[src/rtl/seg7_scan_driver.sv]
// -----------------------------------------------------------------------------
// seg7_scan_driver
//
// Four-digit multiplexed seven-segment scan driver. Packed BCD digits and
// decimal points are captured on a load strobe into a shadow register, then
// time-multiplexed onto one shared active-low segment bus and four active-low
// anode enables. Optional leading-zero blanking, whole-display blinking and a
// one-cycle ghost-guard at the start of every digit slot.
//
// Ports:
//   clk         system clock
//   rst_n       synchronous reset, ACTIVE-HIGH despite the name
//   bcd_in      four BCD digits, [3:0] = digit0 (rightmost) .. [15:12] = digit3
//   dp_in       decimal point request per digit, 1 = lit
//   load        capture strobe for bcd_in/dp_in, level-sampled every clk
//   blank_lz    1 = suppress leading zeros
//   blink       1 = blink the whole display
//   seg         segments {a,b,c,d,e,f,g}, 0 = lit
//   dp          decimal point, 0 = lit
//   anode       digit enables, 0 = enabled, bit i = digit i
//   frame_done  one-cycle pulse at the end of each digit3 slot
// -----------------------------------------------------------------------------
module seg7_scan_driver #(
  parameter int unsigned REFRESH_DIV = 50000,  // clocks per digit slot, >= 2
  parameter int unsigned BLINK_DIV   = 125     // slots per blink half-period, >= 1
) (
  input  logic        clk,
  input  logic        rst_n,
  input  logic [15:0] bcd_in,
  input  logic [3:0]  dp_in,
  input  logic        load,
  input  logic        blank_lz,
  input  logic        blink,
  output logic [6:0]  seg,
  output logic        dp,
  output logic [3:0]  anode,
  output logic        frame_done
);

  localparam int unsigned PW = $clog2(REFRESH_DIV);
  // +1 keeps the width non-zero when BLINK_DIV is 1.
  localparam int unsigned BW = $clog2(BLINK_DIV + 1);

  localparam logic [PW-1:0] PRE_MAX  = PW'(REFRESH_DIV - 1);
  localparam logic [BW-1:0] BCNT_MAX = BW'(BLINK_DIV - 1);

  localparam logic [6:0] SEG_OFF = 7'b1111111;

  // Active-low decode; non-BCD nibbles go dark.
  function automatic logic [6:0] decode(input logic [3:0] d);
    logic [6:0] s;
    unique case (d)
      4'd0:    s = 7'b0000001;
      4'd1:    s = 7'b1001111;
      4'd2:    s = 7'b0010010;
      4'd3:    s = 7'b0000110;
      4'd4:    s = 7'b1001100;
      4'd5:    s = 7'b0100100;
      4'd6:    s = 7'b0100000;
      4'd7:    s = 7'b0001111;
      4'd8:    s = 7'b0000000;
      4'd9:    s = 7'b0000100;
      default: s = SEG_OFF;
    endcase
    return s;
  endfunction

  // State registers
  logic [PW-1:0] pre_q,     pre_d;
  logic [1:0]    idx_q,     idx_d;
  logic [BW-1:0] bcnt_q,    bcnt_d;
  logic          phase_q,   phase_d;
  logic [15:0]   shd_bcd_q, shd_bcd_d;
  logic [3:0]    shd_dp_q,  shd_dp_d;

  // Output registers
  logic [6:0]    seg_q,     seg_d;
  logic          dp_q,      dp_d;
  logic [3:0]    anode_q,   anode_d;
  logic          fdone_q,   fdone_d;

  logic          tick;
  logic [3:0]    digit;
  logic [3:0]    lz_blank;

  assign tick  = (pre_q == PRE_MAX);
  assign digit = shd_bcd_q[{idx_q, 2'b00} +: 4];

  // Digit i is a leading zero when it and every digit above it are zero.
  // Digit0 always shows, so a value of zero still displays "0".
  always_comb begin
    lz_blank[3] = (shd_bcd_q[15:12] == 4'h0);
    lz_blank[2] = lz_blank[3] && (shd_bcd_q[11:8] == 4'h0);
    lz_blank[1] = lz_blank[2] && (shd_bcd_q[7:4]  == 4'h0);
    lz_blank[0] = 1'b0;
  end

  always_comb begin
    // NOTE: every signal gets a default first so no path leaves it unassigned,
    // which would otherwise infer a latch.
    pre_d     = tick ? '0 : pre_q + 1'b1;
    idx_d     = idx_q;
    bcnt_d    = bcnt_q;
    phase_d   = phase_q;
    shd_bcd_d = shd_bcd_q;
    shd_dp_d  = shd_dp_q;
    seg_d     = SEG_OFF;
    dp_d      = 1'b1;
    anode_d   = 4'b1111;
    fdone_d   = tick && (idx_q == 2'd3);

    if (tick) idx_d = idx_q + 2'd1;

    // Blink counts slot ticks only while requested; dropping blink clears
    // the phase so the display comes straight back.
    if (!blink) begin
      bcnt_d  = '0;
      phase_d = 1'b0;
    end else if (tick) begin
      if (bcnt_q == BCNT_MAX) begin
        bcnt_d  = '0;
        phase_d = ~phase_q;
      end else begin
        bcnt_d  = bcnt_q + 1'b1;
      end
    end

    if (load) begin
      shd_bcd_d = bcd_in;
      shd_dp_d  = dp_in;
    end

    // First cycle of each slot is dark so the previous digit's segments do
    // not ghost onto the newly enabled anode.
    if ((pre_q != '0) && !phase_q) begin
      anode_d = ~(4'b0001 << idx_q);
      if (blank_lz && lz_blank[idx_q]) begin
        seg_d = SEG_OFF;
        dp_d  = 1'b1;
      end else begin
        seg_d = decode(digit);
        dp_d  = ~shd_dp_q[idx_q];
      end
    end
  end

  always_ff @(posedge clk) begin
    // NOTE: sequential state uses non-blocking assignments so every register
    // samples the pre-edge values regardless of statement order.
    if (rst_n) begin
      pre_q     <= '0;
      idx_q     <= '0;
      bcnt_q    <= '0;
      phase_q   <= 1'b0;
      shd_bcd_q <= 16'h0000;
      shd_dp_q  <= 4'h0;
      seg_q     <= SEG_OFF;
      dp_q      <= 1'b1;
      anode_q   <= 4'b1111;
      fdone_q   <= 1'b0;
    end else begin
      pre_q     <= pre_d;
      idx_q     <= idx_d;
      bcnt_q    <= bcnt_d;
      phase_q   <= phase_d;
      shd_bcd_q <= shd_bcd_d;
      shd_dp_q  <= shd_dp_d;
      seg_q     <= seg_d;
      dp_q      <= dp_d;
      anode_q   <= anode_d;
      fdone_q   <= fdone_d;
    end
  end

  assign seg        = seg_q;
  assign dp         = dp_q;
  assign anode      = anode_q;
  assign frame_done = fdone_q;

endmodule

[config.mk]
export PLATFORM = sky130hd
export DESIGN_NAME = seg7_scan_driver
export DESIGN_NICKNAME = d
export VERILOG_FILES = /design/src/rtl/seg7_scan_driver.sv
export SDC_FILE = /design/constraint.sdc
export NUM_CORES = 1
export LEC_CHECK = 0
export BUFFER_PORTS_ARGS = -buffer_cell sky130_fd_sc_hd__buf_2
export CAP_MARGIN = 20
export CORE_MARGIN = 1.5
export CORE_UTILIZATION = 51
export DETAILED_ROUTE_END_ITERATION = 8
export GPL_ROUTABILITY_DRIVEN = 0
export PLACE_DENSITY_LB_ADDON = 0.3
export SLEW_MARGIN = 20
export SYNTH_ARGS = -nofsm -noshare
export SYNTH_HDL_FRONTEND = slang
export SYNTH_SLANG_ARGS = --single-unit
[constraint.sdc]
create_clock -name clk -period 2 [get_ports clk]
set_input_delay 0.2 -clock clk [delete_from_list [all_inputs] [get_ports clk]]
set_output_delay 0.2 -clock clk [all_outputs]
set_load 0.03 [all_outputs]
Word-level counts from Yosys, hierarchy flattened
Memories as Yosys holds them, arrays and structs flattened. A register that Yosys moved wholly into a read port is not among the register bits.
Index checks and enable logic that the tools add are counted.
Storage, ports and cells
  bits in read-only memories: 112
  memories: 1
  input bits: 25
  flip-flop bits (word level): 52
  word-level logic and storage cells: 44
  output and inout port bits: 13
Cells by class
  order comparisons: 1
  reduce and logical (&&, ||, !) cells: 15
  shifts and indexed selects: 2
  bitwise gates (word level): 5
  multiplexer cells: 5
  add/subtract/negate cells: 3
  equal/unequal tests: 3
Memories
  (no name shown): words 16, bits a word 7, rd ports 1, clocked after Yosys merged registers in 1, write ports 0, RTL line 52  | unique case (d)
Operators by type and width (number)
  $add 16x1->16 const B: 1
  $eq 16x16->1 const B: 1
  $reduce_bool 16->1: 1
  $shiftx 16x5->4: 1
  $logic_not 4->1: 3
  $add 7x1->7 const B: 1
  $eq 7x7->1 const B: 1
  $mux 7: 1
  $reduce_or 2->1: 3
  $logic_and 1x1->1: 5
  $bmux 1 s2: 2
  $not 1->1: 4
  $not 4->4: 1
  $shl 1x2->4 const A: 1
  $lt 2x3->1 const B: 1
  $reduce_or 3->1: 1
  $add 2x1->2 const B: 1
  $eq 2x2->1 const B: 1
  $mux 1: 2
  $reduce_and 2->1: 1
  $logic_not 1->1: 1

Logic depth before layout (Yosys ltp)
Gate-level depths: netlist of the first run.
  depth after elaboration: 7
  mapped depth: 7
  mapped depth without buffers: 6

Worst setup path after synthesis of the first run
No wires, ideal clock.
  kind: register to register
  from: reg pre_q[10]
  to: reg bcnt_q[5]
  clock period less this slack: 2.011 ns
  setup slack: -0.011 ns
  stages on the path, launching flop included: 6
  data required time: 1.869 ns
  data arrival time: 1.881 ns
  setup time: 0.131 ns
  path buffers: 1
  path through: dfxtp_1 > or4_4 > or4_1 > buf_6 > o41ai_2 > a21oi_1
Between the ends
  word-level cells in the longest chain between the ends: 1
Ends and longest elaborated chain
  from (decl): RTL line 69  | logic [PW-1:0] pre_q, pre_d;
  from (signal assigned): RTL line 162  | pre_q <= pre_d;
  $eq 16x16->1: RTL line 86  | assign tick = (pre_q == PRE_MAX);
  to (signal assigned): RTL line 164  | bcnt_q <= bcnt_d;
  to (decl): RTL line 71  | logic [BW-1:0] bcnt_q, bcnt_d;
Every way passes these cells.
A chain may end at the register's enable or synchronous reset.

Worst setup path in the final report of the first run
  from: reg pre_q[7]
  to: reg bcnt_q[5]
The elaborated chain is that of the path after synthesis.

==> metrics.cfg, run 1 <==
[status]
status = finished, final reports clean

[flow_run]
maxCapViolations = 0

[clocking]
cts_made_buffers = 9
clk_latency_ns = 0.33
cts_setup_buffers = 0
cts_hold_buf = 0
clk_pin_slew_worst_paths_ns = 0.07
postCtsResizedCells = 0
clock_sinks = 59
htreeDepth = 3
cts-root-buf = clkbuf_8
cts_tree = done
cts_max_path_buffers = 2

[power]
sequentialPowerShare = 0.473
p_clk_frac = 0.437
combinationalPowerShare = 0.090
switching_share = 0.234
leakagePower_nw = 1.32
internal_power_mw = 2.02
peakVddDrop_mv = 0.591
p_switching_mw = 0.617
powerDensity_nw_per_um2 = 797

[sta]
hold_viol = 0
setup_violations = 0
setup_tns_ns = 0
skew_ns = 0.00731
fmax_mhz = 521
tightest_slew_ns = 0.578
min_period_ns = 1.92
slew_violations = 0
holdWs_ns = 0.101
rsz0062_at_grt = false
fin_crit_sh = 0.960
slew_headroom = 0.615

[floorplan]
rows = 26
start_util = 0.535
core_area_um2 = 5170
die_w_um = 76.6
die_h_um = 76.6
dieArea_um2 = 5870
io_pins = 38

[placed_design]
dp_hpwl_um = 4050
io_buffers = 37

[worst_setup_path]
critPathKind = flop to flop
path_max_fanout = 9
cp_slowest_cell = or4_4
path_buf_inv = 0
cpPeakStageDelay_ns = 0.54
cp.arrival_ns = 2.12
path_cells = or4_4 > or4_4 > o41ai_2 > a21oi_1
critPathCaptureType = flop
cp_common_cell = or4_4
critical_path.top_delay_family = simple AND/OR/NAND/NOR gates
crit_path_start_kind = flop
required_ns = 2.20

[logic_synthesis]
syn_nets = 330
netlist_area_um2 = 2770
synth_warnings = 0
yosys.cell_types.count = 46
yosysSeqAreaShare = 0.427
synth-main-ff-cell = dfxtp_1
ys_ff_latch = 59
syn_area_per_cell_um2 = 9.50
synthArstFlopShare = 0
synth_edf_count = 0
netlist_instances = 291

[grt]
grtUsageTotal = 0.214
antenna_found_initial = 0
first_global_vias = 2164
grt_max_degree = 28
grt_overflow = 0
grt_pass1_wl_um = 9960

[finish]
mostFrequentLayoutCell = dfxtp_1
diodes = 0
layout-drive-gt1-share = 0.234
area.growth.synth_to_final_pct = 19.9
nFillCells = 446
fin_nets = 380
layout_common_cells = dfxtp_1, nor2_1, buf_2, mux2i_1
fin_util = 0.641

[routing]
routedWlPerCell_um = 13.8
dr.pass1.iters = 4
wl_um = 5740
via_count = 2231
drc = 0
antenna_left = 0
drt_iter0_drc = 133
vias_per_cell = 5.36

[worst_hold_path]
hold_path_class = input pin to flop

path summary, 6_finish.rpt:
path	start	endpoint	slack, ns	cells past startpoint
setup / recovery	pre_q[7]	bcnt_q[5]	0.08	4
hold / removal	bcd_in[7]	shd_bcd_q[7]	0.10	3
setup reg to reg	pre_q[7]	bcnt_q[5]	0.08	4
hold reg to reg	shd_dp_q[2]	shd_dp_q[2]	0.50	2
synthesized netlist by cell type, drive strengths merged, types with 3 or more instances:
master,instances,area share
nor4b,3,0.0095
nor4,6,0.014
xnor2,9,0.029
mux4,5,0.041
nand4,11,0.025
nor3,5,0.0090
mux2i,21,0.076
a21oi,13,0.024
nand2,10,0.014
and3,5,0.012
o21ai,9,0.016
or3,4,0.0090
ha,14,0.063
inv,15,0.020
dfxtp,59,0.43
buf,4,0.012
or4,5,0.015
nand3,14,0.025
xor2,3,0.0095
clkbuf,10,0.014
nor2,38,0.052
worst min-delay path: stages:
cell and delay (ns):
buf_2 0.07, mux2i_1 0.05, nor2_1 0.07
state kept, by name (all words and copies together) (netlist names):
register and cells:
dp 1, shd_bcd_q 16, phase_q 1, shd_dp_q 4, frame_done 1, seg 7, idx_q 2, pre_q 16
bcnt_q 7, anode 4
area by class of cell:
| type | count | area, µm² | share of cell area |
|---|---|---|---|
| inverters | 16 | 60.1 | 0.0181 |
| flip-flops and latches | 59 | 1180 | 0.357 |
| clock buffers | 11 | 131 | 0.0396 |
| multi-input cells | 202 | 1460 | 0.440 |
| repair buffers | 53 | 318 | 0.0959 |
| clock inverters | 5 | 77.6 | 0.0234 |
| well taps | 70 | 87.6 | 0.0264 |
routing by layer:
layer  GRT usage  part of all wire  up-vias
li1            -                 -     1142
met1       0.275              0.48     1028
met2       0.335              0.46       51
met3      0.0551             0.042       10
met4       0.106             0.016        0
met5           0                 0        -
per-stage QoR:
step / total power, mW / cell area, µm² / std cells / setup WS, ns
floorplan: 1.43 / 2770 / 291 / 0.0149
global placement: 1.51 / 3100 / 400 / 0.130
detailed placement: 1.51 / 3100 / 400 / 0.0697
CTS: 2.66 / 3310 / 416 / 0.0530
global route: 2.75 / 3310 / 416 / 0.0222
finish: 2.64 / 3310 / 416 / 0.0794
cells by family (layout without fill, tap and decap cells):
logic type / Yosys count / count (layout) / share of synthesized area
simple gates: 111 / 111 / 0.211
flops: 59 / 59 / 0.427
compound gates: 38 / 38 / 0.0928
buf+inv: 30 / 85 / 0.0471
mux: 27 / 27 / 0.121
fa+ha+maj: 14 / 14 / 0.0633
xor+xnor: 12 / 12 / 0.0380
power by group through the flow:
stage          registers (mW)  clock network [mW]  logic (mW)
2_1_floorplan            1.30                   0       0.129
3_3_place_gp             1.27                   0       0.232
3_5_place_dp             1.27                   0       0.238
4_1_cts                  1.25                1.17       0.240
5_1_grt                  1.25                1.23       0.266
6_report                 1.25                1.15       0.238
Note: power is estimated with default switching activity, not from simulation.
==> run 2: changes to the inputs <==
CORE_UTILIZATION = 57   (was 51)
clock period = 2.1 ns   (was 2 ns; I/O delays follow)
==> metrics.cfg, run 2 (synthesis results as in run 1) <==
[worst_setup_path]
cpPeakStageDelay_ns = 0.63  ; +0.09 ns
path_cells = or4_4 > or4_4 > o41ai_2 > a21oi_1
required_ns = 2.30  ; +0.10 ns
cp_common_cell = or4_4
path_max_fanout = 9  ; unchanged
crit_path_start_kind = flop
critPathCaptureType = flop
cp.arrival_ns = 2.18  ; +0.06 ns
ff2ff_setup_slack_ns = 0.12  ; +0.04 ns
cp_slowest_cell = or4_4
critPathKind = flop to flop

[finish]
fin_util = 0.690  ; +0.0488
mostFrequentLayoutCell = dfxtp_1
fin_nets = 378  ; -0.53%
layout.cells.non_filler = 396  ; -4.8%
area.growth.synth_to_final_pct = 17.0
diodes = 0  ; unchanged
layout_common_cells = dfxtp_1, nor2_1, buf_2, mux2i_1, inv_1
top_regs = pre_q: 16 flops, shd_bcd_q: 16 flops
layout-drive-gt1-share = 0.228  ; -0.00603

[floorplan]
die_h_um = 72.7  ; -5.2%
start_util = 0.589  ; +0.0547
core_area_um2 = 4690  ; -9.3%
die_w_um = 72.7  ; -5.2%
dieArea_um2 = 5280  ; -10%
io_pins = 38  ; unchanged
rows = 25  ; -3.8%

[routing]
drt_iter0_drc = 116  ; -13%
dr.pass1.iters = 4  ; unchanged
routedWlPerCell_um = 13.8  ; +0.11%
wl_met3_um = 248  ; +2.9%
antenna_left = 0  ; unchanged
vias_per_cell = 5.73  ; +6.8%
wl_met1_um = 2670  ; -2.9%
route.met2.wl_um = 2500  ; -5.7%
top_layer = met4
drc = 0  ; unchanged
via_count = 2268  ; +1.7%
wl_um = 5470  ; -4.7%

[power]
p_clk_frac = 0.383  ; -0.054
internal_power_mw = 1.73  ; -14%
total_power_mw = 2.29  ; -13%
switching_share = 0.244  ; +0.00968
peakVddDrop_mv = 0.566  ; -4.1%
leakagePower_nw = 1.30  ; -1.6%
powerDensity_nw_per_um2 = 709  ; -11%
sequentialPowerShare = 0.518  ; +0.045
p_switching_mw = 0.558  ; -9.6%
combinationalPowerShare = 0.099  ; +0.009

[grt]
grt_overflow = 0  ; unchanged
antenna_found_initial = 0  ; unchanged
first_global_vias = 2071  ; -4.3%
grtUsageTotal = 0.219  ; +0.00479
grt_pass1_wl_um = 8990  ; -9.7%
grt_max_degree = 23  ; -18%

[sta]
slew_headroom = 0.613  ; -0.00178
hold_viol = 0  ; unchanged
worst_slack_ns = 0.122  ; +0.0425 ns
rsz0062_at_grt = false
slew_violations = 0  ; unchanged
min_period_ns = 1.98  ; +0.0575 ns
setup_tns_ns = 0  ; unchanged
fmax_mhz = 506  ; -2.9%
tightest_slew_ns = 0.581  ; +0.00267 ns
skew_ns = 0.00864  ; +0.00134 ns
setup_violations = 0  ; unchanged
fin_crit_sh = 0.942  ; -0.0183

[clocking]
cts-root-buf = clkbuf_8
cts_made_buffers = 9  ; unchanged
cts_max_path_buffers = 2  ; unchanged
clk_pin_slew_worst_paths_ns = 0.07  ; about the same
clk_latency_ns = 0.32  ; about the same
cts_tree = done
htreeDepth = 3  ; unchanged
clock_sinks = 59  ; unchanged

[status]
status = finished, final reports clean

[placed_design]
dp_hpwl_um = 3820  ; -5.8%
io_buffers = 37  ; unchanged
post-place-ws_ns = -0.0299  ; -0.0996 ns
dp.cells = 382  ; -4.5%

[worst_hold_path]
hold_path_class = input pin to flop

[flow_run]
maxCapViolations = 0  ; unchanged

[run 2: cell types whose count changed in the layout (fill, tap and decap cells not counted)]
| cell | previous run | this run |
|---|---|---|
| clkbuf_1 | 2 | 0 |
| buf_4 | 15 | 13 |
| clkbuf_8 | 9 | 11 |
| dfxtp_2 | 1 | 0 |
| clkinvlp_4 | 1 | 0 |
| o21ai_1 | 1 | 0 |
| o21ai_0 | 8 | 9 |
| dfxtp_1 | 58 | 59 |
| bufinv_16 | 2 | 0 |
| clkinv_2 | 2 | 3 |
[run 2: routing by layer]
| metal | GRT usage | up-vias |
|---|---|---|
| met4 | 0.103 | 0 |
| met2 | 0.336 | 53 |
| met5 | 0 | - |
| li1 | - | 1134 |
| met3 | 0.0511 | 6 |
| met1 | 0.292 | 1075 |
[run 2: worst max-delay path, delay by kind of cell, from the launching register on]
kind               cells  cell delay, ns
and+or+nand+nor        2            1.17
DFF                    1            0.31
AOI/OAI and AO/OA      2            0.38
[run 2: layout make-up]
| class | instances | area [µm²] |
|---|---|---|
| multi-input combinational | 202 | 1460 |
| fill | 374 | 1460 |
| sequential | 59 | 1180 |
| timing repair buffer | 51 | 303 |
| clock buffer | 11 | 151 |
| tap | 54 | 67.6 |
| inverter | 16 | 60.1 |
| clock inverter | 3 | 15.0 |
[run 2: worst paths after layout]
kind              from          end  cells past startpoint
min           dp_in[0]  shd_dp_q[0]                      3
max          pre_q[10]    bcnt_q[5]                      4
max reg2reg  pre_q[10]    bcnt_q[5]                      4
min reg2reg  bcnt_q[5]    bcnt_q[5]                      2
[run 2: stage by stage]
stage               hold slack [ns]  instance area, µm²
floorplan                     0.357                2770
CTS                           0.100                3240
detailed placement            0.452                3070
global placement              0.443                3070
finish                        0.121                3240
global route                  0.119                3240
[run 2: power groups by stage]
stage | Sequential, mW | Clock [mW] | Combinational, mW
4_1_cts | 1.19 | 0.904 | 0.228
2_1_floorplan | 1.24 | 0 | 0.123
3_3_place_gp | 1.21 | 0 | 0.222
5_1_grt | 1.19 | 0.953 | 0.249
3_5_place_dp | 1.21 | 0 | 0.226
6_report | 1.19 | 0.878 | 0.227
[run 2: repair_timing]
action | in CTS | in global routing
buffers inserted | 0 | 0
gates resized for setup | 1 | 0
hold buffers | 0 | 0
endpoints found under the setup margin | 1 | 0
==> run 3: changes to the inputs <==
GPL_TIMING_DRIVEN = 1   (was not set)
SLEW_MARGIN = not set   (was 20)
clock period = 2.2 ns   (was 2.1 ns; I/O delays follow)
==> metrics.cfg, run 3 (synthesis results as in run 1) <==
[finish]
mostFrequentLayoutCell = dfxtp_1
layout_common_cells = dfxtp_1, nor2_1, buf_2, mux2i_1, inv_1
area.growth.synth_to_final_pct = 15.4
layout-drive-gt1-share = 0.218  ; -0.00978
fin_nets = 373  ; -1.3%
diodes = 0  ; unchanged
top_regs = pre_q: 16 flops, shd_bcd_q: 16 flops

[clocking]
postCtsResizedCells = 0  ; -1
htreeDepth = 3  ; unchanged
cts_setup_buffers = 0  ; unchanged
cts-root-buf = clkbuf_8
cts_hold_buf = 0  ; unchanged
cts_made_buffers = 9  ; unchanged
cts_max_path_buffers = 2  ; unchanged
clock_sinks = 59  ; unchanged
clk_latency_ns = 0.34  ; +0.02 ns
cts_tree = done
clk_pin_slew_worst_paths_ns = 0.07  ; about the same

[placed_design]
dp_hpwl_um = 3800  ; -0.56%
io_buffers = 37  ; unchanged

[floorplan]
die_w_um = 72.7  ; unchanged
rows = 25  ; unchanged
dieArea_um2 = 5280  ; unchanged
die_h_um = 72.7  ; unchanged
io_pins = 38  ; unchanged
start_util = 0.589  ; unchanged
core_area_um2 = 4690  ; unchanged

[worst_setup_path]
crit_path_start_kind = flop
cp.arrival_ns = 2.24  ; +0.06 ns
required_ns = 2.41  ; +0.11 ns
path_max_fanout = 9  ; unchanged
critPathKind = flop to flop
critPathCaptureType = flop

[sta]
fin_crit_sh = 0.922  ; -0.0198
fmax_mhz = 493  ; -2.5%
slew_violations = 0  ; unchanged
tightest_slew_ns = 0.650  ; +0.0687 ns
rsz0062_at_grt = false
hold_viol = 0  ; unchanged
min_period_ns = 2.03  ; +0.0507 ns
skew_ns = 0.00975  ; +0.00111 ns
setup_violations = 0  ; unchanged
setup_tns_ns = 0  ; unchanged
slew_headroom = 0.565  ; -0.0477

[power]
peakVddDrop_mv = 0.423  ; -25%
leakagePower_nw = 1.27  ; -2.4%
powerDensity_nw_per_um2 = 678  ; -4.4%
total_power_mw = 2.16  ; -5.6%

[flow_run]
maxCapViolations = 0  ; unchanged

[routing]
via_count = 2233  ; -1.5%
drt_iter0_drc = 125  ; +7.8%
wl_um = 5500  ; +0.62%
antenna_left = 0  ; unchanged
dr.pass1.iters = 4  ; unchanged
drc = 0  ; unchanged
routedWlPerCell_um = 14.0  ; +1.4%
vias_per_cell = 5.68  ; -0.79%

[worst_hold_path]
hold_path_class = input pin to flop

[grt]
grt_overflow = 0  ; unchanged
antenna_found_initial = 0  ; unchanged
grt_max_degree = 28  ; +22%
grtUsageTotal = 0.229  ; +0.0101
first_global_vias = 2140  ; +3.3%
grt_pass1_wl_um = 9390  ; +4.4%

[status]
status = finished, final reports clean

==> run 3: worst max-delay path, stage by stage (launching register included) <==
cell	delay (ns)
dfxtp_1	0.35
or4_4	0.53
or4_4	0.62
o41ai_2	0.31
a21oi_1	0.09
==> run 3: report_power, final <==
group / internal, mW / switching [mW] / total, mW / leakage, nW
Sequential: 1.11 / 0.0228 / 1.13 / 0.482
Clock: 0.397 / 0.417 / 0.814 / 0.0856
Combinational: 0.0923 / 0.123 / 0.215 / 0.700
==> run 3: layout make-up <==
class | count | area, µm²
fill | 383 | 1500
clock inverter | 6 | 32.5
multi-input combinational | 202 | 1460
tap | 54 | 67.6
sequential | 59 | 1180
timing repair buffer | 46 | 265
inverter | 16 | 60.1
clock buffer | 10 | 128
==> run 3: worst paths after layout <==
path / startpoint / endpoint / slack [ns] / cells past startpoint
max: pre_q[7] / bcnt_q[5] / 0.17 / 4
min: dp_in[2] / shd_dp_q[2] / 0.12 / 3
max reg2reg: pre_q[7] / bcnt_q[5] / 0.17 / 4
min reg2reg: shd_dp_q[2] / shd_dp_q[2] / 0.50 / 2
==> run 3: through the flow <==
stage               setup WS, ns  instances  area, µm²   util  hold WS [ns]
floorplan                  0.189        291       2770      -         0.367
global placement           0.101        377       3030  0.645         0.454
detailed placement        0.0709        377       3030  0.645         0.462
CTS                       0.0536        393       3190  0.679         0.111
global route              0.0693        393       3190  0.680         0.132
finish                     0.171        393       3190  0.680         0.118
==> run 3: per-layer routing <==
| layer | part of all wire | GRT usage |
|---|---|---|
| met1 | 0.49 | 0.299 |
| met5 | 0 | 0 |
| met3 | 0.048 | 0.0511 |
| met4 | 0.019 | 0.122 |
| met2 | 0.44 | 0.355 |
